==> src/rtl/divider.sv <==
// ---------------------------------------------------------------------------
// divider
// Iterative radix-2 restoring divider, signed or unsigned, one quotient bit
// per cycle. It sits beside the combinational multiplier in the ALU, and the
// ALU control stalls on busy until done.
//
// Ports
//   clk        clock, all state changes on the rising edge
//   rst        synchronous active-high reset
//   start      request pulse, sampled only in IDLE
//   signed_op  1 = two's-complement operands, 0 = unsigned
//   a, b       dividend / divisor, sampled with start
//   quot, rem  quotient (truncated toward zero) / remainder (sign of dividend)
//   busy       high from the cycle after acceptance until done
//   done       one-cycle pulse; quot/rem/dbz/ovf valid
//   dbz, ovf   divide-by-zero / signed overflow (MIN / -1) flags
//
// state  | meaning
// -------+-------------------------------------------------------------
// IDLE   | waiting for start; results from the last operation held
// BUSY   | one shift/trial-subtract per cycle, WIDTH iterations
// FIX    | apply result signs for signed operation
// DONE   | done pulse for one cycle, then back to IDLE
// ---------------------------------------------------------------------------
module divider #(
   parameter int WIDTH = 64
) (
   input  logic             clk,
   input  logic             rst,
   input  logic             start,
   input  logic             signed_op,
   input  logic [WIDTH-1:0] a,
   input  logic [WIDTH-1:0] b,
   output logic [WIDTH-1:0] quot,
   output logic [WIDTH-1:0] rem,
   output logic             busy,
   output logic             done,
   output logic             dbz,
   output logic             ovf
);

   localparam int CW = $clog2(WIDTH) + 1;
   localparam logic [WIDTH-1:0] MIN_VAL = {1'b1, {(WIDTH-1){1'b0}}};

   typedef enum logic [1:0] {
      S_IDLE,
      S_BUSY,
      S_FIX,
      S_DONE
   } state_t;

   state_t           r_state;
   logic [WIDTH-1:0] r_pr;      // partial remainder
   logic [WIDTH-1:0] r_dvd;     // dividend shifting out, quotient shifting in
   logic [WIDTH-1:0] r_dvs;     // divisor magnitude
   logic [CW-1:0]    r_cnt;
   logic             r_neg_a;
   logic             r_neg_b;
   logic [WIDTH-1:0] r_quot;
   logic [WIDTH-1:0] r_rem;
   logic             r_busy;
   logic             r_done;
   logic             r_dbz;
   logic             r_ovf;

   logic             w_a_neg;
   logic             w_b_neg;
   logic [WIDTH-1:0] w_a_mag;
   logic [WIDTH-1:0] w_b_mag;
   logic [WIDTH:0]   w_shift;
   logic [WIDTH:0]   w_diff;
   logic             w_fit;
   logic             w_last;
   logic [WIDTH-1:0] w_quot_fix;
   logic [WIDTH-1:0] w_rem_fix;

   assign w_a_neg = signed_op & a[WIDTH-1];
   assign w_b_neg = signed_op & b[WIDTH-1];
   // -MIN wraps to MIN, which is the correct unsigned magnitude 2^(WIDTH-1).
   assign w_a_mag = w_a_neg ? (~a + 1'b1) : a;
   assign w_b_mag = w_b_neg ? (~b + 1'b1) : b;

   // The partial remainder is always below the divisor, so the shifted value
   // is below twice the divisor; one extra bit is enough to carry the sign of
   // the trial difference.
   assign w_shift = {r_pr, r_dvd[WIDTH-1]};
   assign w_diff  = w_shift - {1'b0, r_dvs};
   assign w_fit   = ~w_diff[WIDTH];
   assign w_last  = (r_cnt == CW'(WIDTH - 1));

   assign w_quot_fix = (r_neg_a ^ r_neg_b) ? (~r_dvd + 1'b1) : r_dvd;
   assign w_rem_fix  = r_neg_a ? (~r_pr + 1'b1) : r_pr;

   always_ff @(posedge clk) begin
      if (rst) begin
         r_state <= S_IDLE;
         r_pr    <= '0;
         r_dvd   <= '0;
         r_dvs   <= '0;
         r_cnt   <= '0;
         r_neg_a <= 1'b0;
         r_neg_b <= 1'b0;
         r_quot  <= '0;
         r_rem   <= '0;
         r_busy  <= 1'b0;
         r_done  <= 1'b0;
         r_dbz   <= 1'b0;
         r_ovf   <= 1'b0;
      end else begin
         case (r_state)
            S_IDLE: begin
               r_done <= 1'b0;
               if (start) begin
                  r_quot <= '0;
                  r_rem  <= '0;
                  r_dbz  <= 1'b0;
                  r_ovf  <= 1'b0;
                  if (b == '0) begin
                     r_quot  <= '1;
                     r_rem   <= a;
                     r_dbz   <= 1'b1;
                     r_done  <= 1'b1;
                     r_state <= S_DONE;
                  end else if (signed_op && (a == MIN_VAL) && (b == '1)) begin
                     r_quot  <= a;
                     r_ovf   <= 1'b1;
                     r_done  <= 1'b1;
                     r_state <= S_DONE;
                  end else begin
                     r_pr    <= '0;
                     r_dvd   <= w_a_mag;
                     r_dvs   <= w_b_mag;
                     r_cnt   <= '0;
                     r_neg_a <= w_a_neg;
                     r_neg_b <= w_b_neg;
                     r_busy  <= 1'b1;
                     r_state <= S_BUSY;
                  end
               end
            end

            S_BUSY: begin
               if (w_fit) begin
                  r_pr  <= w_diff[WIDTH-1:0];
                  r_dvd <= {r_dvd[WIDTH-2:0], 1'b1};
               end else begin
                  r_pr  <= w_shift[WIDTH-1:0];
                  r_dvd <= {r_dvd[WIDTH-2:0], 1'b0};
               end
               r_cnt <= r_cnt + 1'b1;
               if (w_last) begin
                  r_state <= S_FIX;
               end
            end

            S_FIX: begin
               r_quot  <= w_quot_fix;
               r_rem   <= w_rem_fix;
               r_busy  <= 1'b0;
               r_done  <= 1'b1;
               r_state <= S_DONE;
            end

            S_DONE: begin
               r_done  <= 1'b0;
               r_state <= S_IDLE;
            end

            default: begin
               r_busy  <= 1'b0;
               r_done  <= 1'b0;
               r_state <= S_IDLE;
            end
         endcase
      end
   end

   assign quot = r_quot;
   assign rem  = r_rem;
   assign busy = r_busy;
   assign done = r_done;
   assign dbz  = r_dbz;
   assign ovf  = r_ovf;

endmodule
==> config.mk <==
export PLATFORM = sky130hd
export DESIGN_NAME = divider
export DESIGN_NICKNAME = d
export VERILOG_FILES = /design/src/rtl/divider.sv
export SDC_FILE = /design/constraint.sdc
export NUM_CORES = 1
export LEC_CHECK = 0
export CAP_MARGIN = 20
export CORE_MARGIN = 2
export CORE_UTILIZATION = 52
export CTS_CLUSTER_SIZE = 8
export DETAILED_ROUTE_END_ITERATION = 6
export GPL_TIMING_DRIVEN = 0
export HOLD_SLACK_MARGIN = 0.03
export PLACE_DENSITY = 0.82
export SYNTH_ARGS = -nofsm -noshare
export SYNTH_HDL_FRONTEND = slang
export SYNTH_SLANG_ARGS = --single-unit
export TNS_END_PERCENT = 20
==> constraint.sdc <==
create_clock -name clk -period 3.9 [get_ports clk]
set_input_delay 0.78 -clock clk [delete_from_list [all_inputs] [get_ports clk]]
set_output_delay 0.78 -clock clk [all_outputs]
set_load 0.05 [all_outputs]
Yosys cells after proc, flatten, opt, wreduce, memory -nomap -nowiden
Index checks and enable logic that the tools add are counted.
{"block": "totals", "in_bits": 132, "wordCells": 91, "reg_bits": 335, "output_inout_bits": 132}
{"block": "classes", "bitwise_logic": 9, "n_addsub": 6, "n_eq_ne": 10, "n_mux": 40, "n_reduce_logical": 13}
{"operator": "$mux 64", "count": 16}
{"operator": "$pmux 64 s2", "count": 4}
{"operator": "$add 64x1->64 const B", "count": 4}
{"operator": "$not 64->64", "count": 4}
{"operator": "$eq 64x64->1 const B", "count": 2}
{"operator": "$sub 65x64->65", "count": 1}
{"operator": "$logic_not 64->1", "count": 1}
{"operator": "$mux 7", "count": 3}
{"operator": "$pmux 7 s2", "count": 1}
{"operator": "$reduce_and 4->1", "count": 3}
{"operator": "$mux 1", "count": 9}
{"operator": "$mux 2", "count": 4}
{"operator": "$ne 2x2->1 const B", "count": 4}
{"operator": "$pmux 2 s4", "count": 1}
{"operator": "$add 7x1->7 const B", "count": 1}
{"operator": "$eq 7x6->1 const B", "count": 1}
{"operator": "$reduce_and 2->1", "count": 3}
{"operator": "$eq 2x2->1 const B", "count": 2}
{"operator": "$reduce_bool 2->1", "count": 2}
{"operator": "$pmux 1 s3", "count": 1}
{"operator": "$reduce_bool 3->1", "count": 1}
{"operator": "$and 1x1->1", "count": 2}
{"operator": "$eq 2x1->1 const B", "count": 1}
{"operator": "$logic_and 1x1->1", "count": 2}
{"operator": "other kinds (4)", "count": 5}

Logic depth before layout (Yosys ltp)
{"block": "depth", "word_depth": 7, "mapped_depth": 17, "ltp_nobuf": 14}

Worst setup path after synthesis
No wires, ideal clock.
{"block": "synth_timing", "kind": "input to register", "startpoint": "input a[0]", "endpoint": "register r_pr[24]", "path_stages": 12, "setup_ps": 122, "required_ps": 3778, "arrival_time_ps": 3469, "n_path_buf": 1, "slack_ps": 309, "path_cell_list": "inv_1 > ha_1 > or4b_1 > nor4_2 > nand4_1 > nor4_2 > a21oi_2 > a21oi_2 > nor3_1 > and2_0 > clkbuf_1 > a221o_1"}
{"block": "synth_via", "elab_chain_len": 5}
{"item": "from (decl)", "line": "32", "text": "input logic [WIDTH-1:0] a,"}
{"item": "$eq 64x64->1", "line": "124", "text": "end else if (signed_op && (a == MIN_VAL) && (b == '1)) begin"}
{"item": "$logic_and 1x1->1 (2 in a row)", "line": "124"}
{"item": "$ne 2x2->1 (no line)"}
{"item": "$reduce_and 4->1 (no line)"}
{"item": "to (signal assigned)", "line": "144", "text": "r_pr <= w_diff[WIDTH-1:0];"}
{"item": "to (signal assigned)", "line": "147", "text": "r_pr <= w_shift[WIDTH-1:0];"}
{"item": "to (decl)", "line": "53", "text": "logic [WIDTH-1:0] r_pr;"}
No other way between the ends.
A chain may end at the register's enable or synchronous reset.

Final worst setup path
{"block": "layout_timing", "startpoint": "input a[1]", "endpoint": "register r_dvd[62]"}
{"block": "layout_via", "elab_chain_len": 7, "elab_cells_between_ends": 12, "classes_between": "add/sub (1); eq/ne (2); mux (5); bitwise (1); reduce/logical (3)"}
{"item": "$not 64->64", "line": "80", "text": "assign w_a_mag = w_a_neg ? (~a + 1'b1) : a;"}
{"item": "$add 64x1->64", "line": "80"}
{"item": "$mux 64", "line": "80"}
{"item": "$mux 64", "line": "124"}
{"item": "$mux 64", "line": "118", "text": "if (b == '0) begin"}
{"item": "$mux 64", "line": "113", "text": "if (start) begin"}
{"item": "$pmux 64 s2", "line": "110", "text": "case (r_state)"}
{"item": "to (signal assigned)", "line": "131", "text": "r_dvd <= w_a_mag;"}
{"item": "to (signal assigned)", "line": "145", "text": "r_dvd <= {r_dvd[WIDTH-2:0], 1'b1};"}
{"item": "to (signal assigned)", "line": "148", "text": "r_dvd <= {r_dvd[WIDTH-2:0], 1'b0};"}
{"item": "to (decl)", "line": "54", "text": "logic [WIDTH-1:0] r_dvd;"}
Several ways; a longest one is shown, not always the timed one. The select of a mux whose other input is x is not followed.

==> flow_summary.ini <==
[run_status]
status = finished, violations left
violations = DRC

[setup_path]
r2r_cells = 13
cp.buffers_inverters = 5
crit_end = r_dvd[62]
criticalPathCategory = input port to flop
slowest_stage = or4b_4
required_ns = 4.35
r2r_slack_ns = 0.18
cp_common_cell = nor4_4
path_cells = clkdlybuf4s50_1 > inv_2 > ha_2 > or4b_4 > nor4_4 > nand4_1 > buf_4 > nor4_4 > a21oi_4 > nand3_2 > o21ai_2 > buf_2 > clkbuf_2 > o21ai_0 > nor2_1
crit_arrival_ns = 4.27
slowest_delay_ns = 0.50
cp-end-kind = flop
critical_path.startpoint = a[1]
cp.depth = 15
worst-path-max-fanout = 10
r2r-end = r_pr[63]
cp_top_family = simple AND/OR/NAND/NOR gates
setup.worst_path.start_class = input port
worstReg2RegStart = r_dvs[1]

[detailed_routing]
num_vias = 24405
ant_nets = 0
vias_per_cell = 6.24
first_pass_iters = 7
wl_um = 84400
drt_first_iter_violations = 2489
wl_per_cell_um = 21.6
drcViolationCount = 5

[placement]
pre_cts_slack_ns = -1.75
port_buffers = 262
hpwl_um = 66400
gp_congestion = 1.01

[sta]
fin_crit_sh_pct = 98.0
max_slew.worst_pin.slew_ns = 1.05
hold_viol = 0
max_freq_mhz = 262
fin_tns_setup_ns = 0
max-slew-margin-rel_pct = 30.1
post-route-min-period_ns = 3.82
clock_skew_ns = 0.0229
layout_setup_ws_ns = 0.0782
drv_slew = 0
finalSetupViolCount = 0

[global_route]
antenna_found_initial = 1
grt_overflow = 0
grt_max_degree = 13
grt_pass1_vias = 23478
grt_usage_pct = 36.5
grt_pass1_wl_um = 128000

[synth]
synthTopCellsByArea = dfxtp_1 30%, xnor2_1 6.4%, a21oi_1 5.7%, xor2_1 5.6%, nor2_1 5.3%
syn_nets = 3196
yosysUniqueCellTypes = 81
yosysTopAreaCellShare_pct = 29.7
ys_warn_count = 0
synth_cells = 2989
synth_area_leader_cell = dfxtp_1
syn_area_per_cell_um2 = 7.56
ys_seq_area_share_pct = 29.7
ys.flop_type = dfxtp_1
synth_edf_count = 0
ys_ff_latch = 335
synth-async-reset-ratio_pct = 0
netlist_area_mm2 = 0.0226

[die]
start_util_pct = 52.6
dieWidth_um = 212
core_mm2 = 0.0430
die-area_mm2 = 0.0451
die_height_um = 212
floorplan.rows = 76
ios = 264

[clocking]
clock_path_buffers = 3
root_buffer = clkbuf_16
cts_sinks = 335
cts_tree = done
clk_latency_ns = 0.60
cts_hold_buf = 0
htreeDepth = 2
clk_pin_slew_worst_paths_ns = 0.05
cts_buffers = 48

[flow_run]
maxCapViolations = 0

[power_and_ir_drop]
ir_drop_mv = 0.420
power.density_mw_per_mm2 = 732
p_leak_nw = 10.8

[final_layout]
finish.net_count = 3529
seqCellArea_mm2 = 0.00671
multi_input_comb_area_mm2 = 0.0151
n_fill_cell = 3684
syn_to_final_growth_pct = 23.4
mostFrequentLayoutCell = dfxtp_1
utilization_pct = 64.9
drive_gt1_share_pct = 6.61
mostFrequentLayoutCells = 330 x dfxtp_1, 319 x nor2_1, 314 x nand2_1, 258 x a21oi_1, 256 x clkdlybuf4s50_1

[worst_hold_path]
hold_path.class = flop to flop
==> where the power goes <==
| group | internal (mW) | total [mW] | switching, mW |
|---|---|---|---|
| Combinational | 4.03 | 11.5 | 7.50 |
| Sequential | 4.26 | 5.08 | 0.821 |
| Clock | 2.28 | 3.80 | 1.53 |
| Total | 10.6 | 20.4 | 9.85 |
==> what timing repair did <==
item,in CTS,in global routing
pin swaps,7,9
endpoints found under the hold margin,0,0
endpoints found under the setup margin,294,249
buffers inserted,11,13
resized for setup,67,60
==> worst min-delay path by stage <==
stage	startpoint	end	slack (ns)	cells after the start
after floorplan	r_dvs[36]	r_dvs[36]	0.43	2
final	r_dvs[53]	r_dvs[53]	0.45	2
after CTS	r_dvs[63]	r_dvs[63]	0.46	2
after global routing	r_dvs[36]	r_dvs[36]	0.47	2
after detailed placement	r_dvs[63]	r_dvs[63]	0.45	2
after global placement	r_dvs[36]	r_dvs[36]	0.44	2
==> state kept, by name (all words and copies together) (netlist names) <==
signal	flops
quot	64
r_cnt	7
busy	1
r_neg_b	1
r_state	2
r_neg_a	1
ovf	1
r_dvs	64
done	1
rem	64
r_dvd	64
dbz	1
r_pr	64
==> cells in the mapped netlist (all sizes together) (32+ instances only) <==
master  count
xor2      145
nor3      134
xnor2     164
inv        93
nand3      33
a211oi    106
a21oi     262
dfxtp     335
nor2      325
a221oi     60
ha         74
o31ai      47
o21ai     191
nor4       42
nand2     316
buf        36
a21o       34
clkbuf    167
or3        34
mux2i      43
or4        32
nand4      40
==> kinds of logic (layout without fill, tap and decap cells) <==
| logic type | count (synthesis) | after routing | share of synthesized area, % |
|---|---|---|---|
| buffers and inverters | 296 | 635 | 5.10 |
| AND/OR/NAND/NOR | 1064 | 1064 | 22.3 |
| other | 0 | 1 | 0 |
| XOR/XNOR | 309 | 309 | 12.0 |
| adder cells (fa/ha/maj) | 75 | 75 | 4.18 |
| multiplexers | 43 | 43 | 1.90 |
| flip-flops | 335 | 335 | 29.7 |
| AO/OA/AOI/OAI | 867 | 867 | 24.8 |
==> metrics by stage <==
step                cell area, um2  cells  hold WS [ns]  power, mW
floorplan                    22600   2989         0.432       12.7
global placement             26000   3836         0.444       15.8
detailed placement           26000   3836         0.450       16.0
CTS                          27600   3901         0.457       20.0
global route                 27900   3913         0.468       21.5
finish                       27900   3914         0.455       20.4
==> cell type report <==
class	count	area share, %
multi-input combinational	2358	54.1
buffer	200	3.19
clock inverter	2	0.0763
tap	585	2.62
antenna	1	0.00897
timing repair buffer	286	10.1
sequential	335	24.1
inverter	93	1.25
clock buffer	54	4.61
==> worst min-delay path, delay by kind of cell, from the launching register on <==
family | cells | cell delay [ns]
AOI/OAI and AO/OA | 1 | 0.05
DFF | 1 | 0.31
and+or+nand+nor | 1 | 0.05
==> layer usage <==
metal,wire length (um),vias up,global-route usage [%],part of all wire (%)
met4,5710,0,23.5,6.8
met1,32300,11278,43.6,38
li1,-,11451,-,-
met3,7660,341,6.57,9.1
met2,38700,1335,60.3,46
met5,0,-,0,0
Note: power is estimated with default switching activity, not from simulation.
